### config.mk
export PLATFORM = sky130hd
export DESIGN_NAME = serializer_param
export DESIGN_NICKNAME = d
export VERILOG_FILES = /design/src/rtl/pcie_phy_pkg.sv /design/src/rtl/bit_delay_line.sv /design/src/rtl/serializer_param.sv
export SDC_FILE = /design/constraint.sdc
export NUM_CORES = 1
export LEC_CHECK = 0
export CAP_MARGIN = 5
export CORE_UTILIZATION = 45
export DETAILED_ROUTE_END_ITERATION = 16
export PLACE_DENSITY = 0.64
export RECOVER_POWER = 25
export SLEW_MARGIN = 20
export SYNTH_ARGS = -nofsm -noshare
export SYNTH_HDL_FRONTEND = slang
export SYNTH_SLANG_ARGS = --single-unit
### constraint.sdc
create_clock -name clk32f -period 2.6 [get_ports clk32f]
set_input_delay 0.52 -clock clk32f [delete_from_list [all_inputs] [get_ports clk32f]]
set_output_delay 0.52 -clock clk32f [all_outputs]
set_load 0.01 [all_outputs]
### src/rtl/pcie_phy_pkg.sv
// Shared PCIe PHY transmit-path definitions.
// Symbol constants, default sizes and framing flags.
package pcie_phy_pkg;

  localparam logic [7:0] COM_SYM = 8'hBC;
  localparam int DEF_WIDTH = 8;
  localparam int DEF_OUT_LAT = 2;

  typedef struct packed {
    logic start;
    logic is_data;
    logic underrun;
  } frame_flags_t;

endpackage

### src/rtl/bit_delay_line.sv
// Fixed-depth register pipeline with async clear.
// Carries serial bit plus framing flags to the pins.
module bit_delay_line #(
  parameter int DW = 4,
  parameter int DEPTH = 2
) (
  input  logic          clk32f,
  input  logic          reset,
  input  logic [DW-1:0] d,
  output logic [DW-1:0] q
);

  logic [DW-1:0] stage [DEPTH];

  always_ff @(posedge clk32f or posedge reset) begin
    if (reset) begin
      for (int i = 0; i < DEPTH; i++) stage[i] <= '0;
    end else begin
      stage[0] <= d;
      for (int i = 1; i < DEPTH; i++) stage[i] <= stage[i-1];
    end
  end

  assign q = stage[DEPTH-1];

endmodule

### src/rtl/serializer_param.sv
// Parallel-to-serial symbol converter with idle insertion.
// One-entry holding buffer sustains full line rate.
module serializer_param
  import pcie_phy_pkg::*;
#(
  parameter int               WIDTH     = DEF_WIDTH,
  parameter logic [WIDTH-1:0] IDLE_SYM  = WIDTH'(COM_SYM),
  parameter bit               MSB_FIRST = 1'b1,
  parameter int               OUT_LAT   = DEF_OUT_LAT
) (
  input  logic             clk32f,
  input  logic             reset,
  input  logic [WIDTH-1:0] in,
  input  logic             in_valid,
  output logic             in_ready,
  output logic             out,
  output logic             out_sym_start,
  output logic             out_is_data,
  output logic             underrun
);

  localparam int CW = $clog2(WIDTH);
  localparam logic [CW-1:0] LAST = CW'(WIDTH-1);

  logic [WIDTH-1:0] hold_buf;
  logic [WIDTH-1:0] shreg;
  logic             hold_full;
  logic             data_flag;
  logic             prev_data_flag;
  logic [CW-1:0]    bit_cnt;
  logic             load;
  logic             accept;

  assign in_ready = !hold_full;
  assign accept   = in_valid && in_ready;
  assign load     = (bit_cnt == LAST);

  always_ff @(posedge clk32f or posedge reset) begin
    if (reset) begin
      hold_buf       <= '0;
      hold_full      <= 1'b0;
      shreg          <= '0;
      bit_cnt        <= LAST;
      data_flag      <= 1'b0;
      prev_data_flag <= 1'b0;
    end else if (load) begin
      bit_cnt        <= '0;
      prev_data_flag <= data_flag;
      if (hold_full) begin
        shreg     <= hold_buf;
        hold_full <= 1'b0;
        data_flag <= 1'b1;
      end else if (accept) begin
        shreg     <= in;
        data_flag <= 1'b1;
      end else begin
        shreg     <= IDLE_SYM;
        data_flag <= 1'b0;
      end
    end else begin
      bit_cnt <= bit_cnt + CW'(1);
      shreg   <= MSB_FIRST ? (shreg << 1) : (shreg >> 1);
      if (accept) begin
        hold_buf  <= in;
        hold_full <= 1'b1;
      end
    end
  end

  logic         pre_bit;
  frame_flags_t pre_flags;
  frame_flags_t out_flags;
  logic [3:0]   pipe_q;

  assign pre_bit = MSB_FIRST ? shreg[WIDTH-1] : shreg[0];

  // underrun marks the first idle after a data symbol
  always_comb begin
    pre_flags          = '0;
    pre_flags.start    = (bit_cnt == '0);
    pre_flags.is_data  = data_flag;
    pre_flags.underrun = (bit_cnt == '0) && !data_flag && prev_data_flag;
  end

  bit_delay_line #(
    .DW   (4),
    .DEPTH(OUT_LAT)
  ) u_dly (
    .clk32f(clk32f),
    .reset (reset),
    .d     ({pre_bit, pre_flags}),
    .q     (pipe_q)
  );

  assign out           = pipe_q[3];
  assign out_flags     = pipe_q[2:0];
  assign out_sym_start = out_flags.start;
  assign out_is_data   = out_flags.is_data;
  assign underrun      = out_flags.underrun;

endmodule

# After elaboration in Yosys (flattened, before gate mapping)
# Cells that the tools add are included.
# word_totals
reg_bits,30
in_bits,11
elab_cells,27
# classes
addsub,1
n_eq_ne,1
mux,8
bitwise_logic,1
n_reduce_logical,8
# ops
cell,n
$mux 8,3
$mux 1,4
$add 3x1->3 const B,1
$eq 3x3->1 const B,1
$logic_and 1x1->1,3
$logic_not 3->1,1
$mux 3,1
$logic_not 1->1,2
$reduce_and 2->1,1
$reduce_bool 2->1,1
$not 1->1,1

# Logic depth before layout (Yosys ltp)
# logic_depth
word_depth,5
ltp_mapped,6

# Cells and area by module
# A second synthesis with hierarchy kept.
# hier_totals
hier_cells,96
hier_area_um2,1247.4
# by_module_without_submodules
module,instances,cells_each,area_each_um2,seq_area_each_um2
serializer_param,1,83,1013.5,554.3
bit_delay_line,1,13,234.0,200.2

# Worst setup path after synthesis
# OpenSTA, ideal clock, no wires.
# synth_timing
kind,register to register
start,register bit_cnt[0]
end,register hold_buf[0]
arrival_time_ps,1489
required_ps,2475
setup_slack_ps,986
stages_incl_launch_ff,5
path_buffers,0
period_less_slack_ps,1614
path_cell_list,dfstp_2 > ha_1 > ha_1 > nor3b_4 > mux2_2
# synth_via
elab_chain_len,3
# synth_rtl
item,line,source
from (decl),serializer_param.sv:30,logic [CW-1:0] bit_cnt;
from (signal assigned),serializer_param.sv:61,bit_cnt <= bit_cnt + CW'(1);
$eq 3x3->1,serializer_param.sv:36,assign load = (bit_cnt == LAST);
$not 1->1 (no line),-,
$reduce_and 2->1 (no line),-,
to (signal assigned),serializer_param.sv:64,hold_buf <= in;
to (decl),serializer_param.sv:25,logic [WIDTH-1:0] hold_buf;
# Every way passes these cells.
# A chain may end at the register's enable or synchronous reset.

# Final worst setup path
# layout_timing
start,register hold_full
end,output in_ready
# layout_via
elab_chain_len,1
# layout_rtl
item,line,source
from (decl),serializer_param.sv:27,logic hold_full;
from (signal assigned),serializer_param.sv:41,hold_full <= 1'b0;
from (signal assigned),serializer_param.sv:51,hold_full <= 1'b0;
from (signal assigned),serializer_param.sv:65,hold_full <= 1'b1;
$logic_not 1->1,serializer_param.sv:34,assign in_ready = !hold_full;
to (decl),serializer_param.sv:15,"output logic in_ready,"
# Every way passes these cells.

==> impl_metrics.yaml <==
place:
  dp.cells: 134
  dp_hpwl_um: 1330
  placed_cell_area_um2: 1410
  io_buffers: 15
  gp_congestion: 0.676
timing:
  worst_pin_slew_ps: 608
  skew_ps: 7.81
  finalHoldViolCount: 0
  rsz0062_at_grt: "no"
  min_period_ps: 1820
  setup_violations: 0
  slew_headroom_pct: 59.4
  fin_crit_sh_pct: 69.9
  fmax_mhz: 550
  drv_slew: 0
  hold_slack_ps: 355
  fin_tns_setup_ps: 0
routing:
  totalWireLength_um: 1910
  drc: 0
  drtPass1Iterations: 4
  initialDrtViolationCount: 3
  viasPerCell: 5.04
  ant_nets: 0
  num_vias: 715
  wl_per_cell_um: 13.4
logic_synthesis:
  mappedNetlistNets: 105
  yosysUniqueCellTypes: 21
  synth.area.top_cells: "dfrtp_1 55%, mux2_2 8.3%, dfstp_2 6.5%"
  avgSynthCellArea_um2: 13.4
  yosys_warnings: 0
  synth-async-reset-ratio_pct: 100
  synthFlopType: "dfrtp_1"
  synth_top_cell_by_area: "dfrtp_1"
  synth_top_area_share_pct: 55.4
  synthTopCellsByCount: "27 x dfrtp_1, 9 x mux2_2, 7 x nor2b_1"
  synth-edff-count: 0
  synth.most_common_cell: "dfrtp_1"
  syn_inst: 91
  ys_seq_area_share_pct: 61.8
  ys_ff_latch: 30
  netlist_area_um2: 1220
min_path:
  hold_path.class: "reg2reg"
  worstHoldPathCells: 0
  min_to: "u_dly.q[2]"
  min-delay-start: "u_dly.stage[6]"
cells_and_area:
  fillerInstances: 225
  final_cell_area_um2: 1480
  post-route-util_pct: 58.7
  areaGrowthSynthToFinish_pct: 21.4
  final_cells: 142
  drive_above_1_share_pct: 27.7
  antenna_cells: 0
  nets: 125
job:
  cap_viol_max_count: 0
power_and_ir_drop:
  power.density_nw_per_um2: 664
  peakVddDrop_mv: 0.546
  static-leakage-power_uw: 0.000640
clock_network:
  htreeDepth: 2
  post_cts_resized: 0
  cts-buffers-inserted: 5
  cts_tree: "yes"
  cts-root-buf: "clkbuf_4"
  clock_latency_ps: 330
  postCtsHoldBufs: 0
  clock_sinks: 30
  cts_buffer_depth: 2
  clk_pin_slew_ps: 90
  post_cts_buffers: 0
critical_path:
  cp_max_fo: 2
  crit_start: "hold_full"
  crit_type: "reg2out"
  r2r_cells: 4
  cp.required_ps: 2080
  cp.arrival_ps: 1300
  reg2reg_to: "hold_buf[6]"
  start_kind: "flop"
  r2r_slack_ps: 780
  cp-end-kind: "output pin"
  r2r_start: "bit_cnt[0]"
floorplan:
  initial_core_util_pct: 48.4
  core_um2: 2520
  die_h_um: 54.1
  die_area_um2: 2920
  rows: 18
  ioPinCount: 16
  die_w_um: 54.1
global_route:
  grt_pass1_vias: 708
  met3_usage_pct: 9.60
  met2_usage_pct: 26.1
  grt_start_max_net_pins: 19
  antenna_found_initial: 0
  grt.overflow.total: 0
  grt_first_pass_wirelength_um: 3350
  grt_usage_pct: 17.9
  use_met1_pct: 21.9
  busiest_layer: "met2"
run_status:
  status: "finished clean"
[registers in the layout, indices dropped and copies added, names as in the netlist]
signal,cells
bit_cnt,3
data_flag,1
hold_buf,8
hold_full,1
prev_data_flag,1
shreg,8
u_dly.q,4
u_dly.stage,4
[layout by cell type, fill, tap and decap left out, types with 4 or more instances in the layout]
master	count
mux2_2	9
a31o_2	5
or3b_2	5
clkdlybuf4s50_1	14
clkbuf_4	5
nor2b_1	7
dfrtp_1	27
nor2_1	6
inv_1	4
[logic make-up after synthesis]
kind of cell / count (synthesis) / share of synthesized area, %
flops: 30 / 61.8
mux: 9 / 8.31
fa+ha+maj: 3 / 3.08
simple gates: 31 / 16.9
buf+inv: 9 / 4.20
compound gates: 9 / 5.64
[critical path, stage by stage, from the launching register on]
cell             delay (ps)
dfrtp_1                 380
inv_1                    50
clkdlybuf4s50_1         540
[routing by layer]
metal / routed length (um) / vias up
li1: - / 346
met1: 917 / 343
met2: 832 / 19
met3: 113 / 7
met4: 46 / 0
met5: 0 / -
[where the power goes]
part | switching [uW] | internal, uW
registers | 14.0 | 506
logic | 40.6 | 64.6
clock network | 155 | 204
[cell type report]
type | count | area [um^2] | area share, %
clock buffer | 7 | 45.0 | 3.04
inverter | 4 | 15.0 | 1.01
multi-input combinational | 52 | 414 | 28.0
clock inverter | 1 | 30.0 | 2.03
tap | 30 | 37.5 | 2.53
sequential | 30 | 754 | 50.9
timing repair buffer | 18 | 185 | 12.5
[metrics by stage]
stage | total power [uW] | setup WS, ps
CTS | 999 | 753
global placement | 633 | 477
detailed placement | 637 | 443
finish | 984 | 782
global route | 1040 | 677
floorplan | 595 | 986
[worst max-delay path by stage]
stage | cells past startpoint | slack, ps | end
final | 2 | 780 | in_ready
after CTS | 2 | 750 | in_ready
after detailed placement | 3 | 440 | hold_buf[6]
after global routing | 4 | 680 | hold_buf[0]
after global placement | 3 | 480 | hold_buf[4]
after floorplan | 4 | 990 | hold_buf[0]
Power figures use the tool's default switching activity.
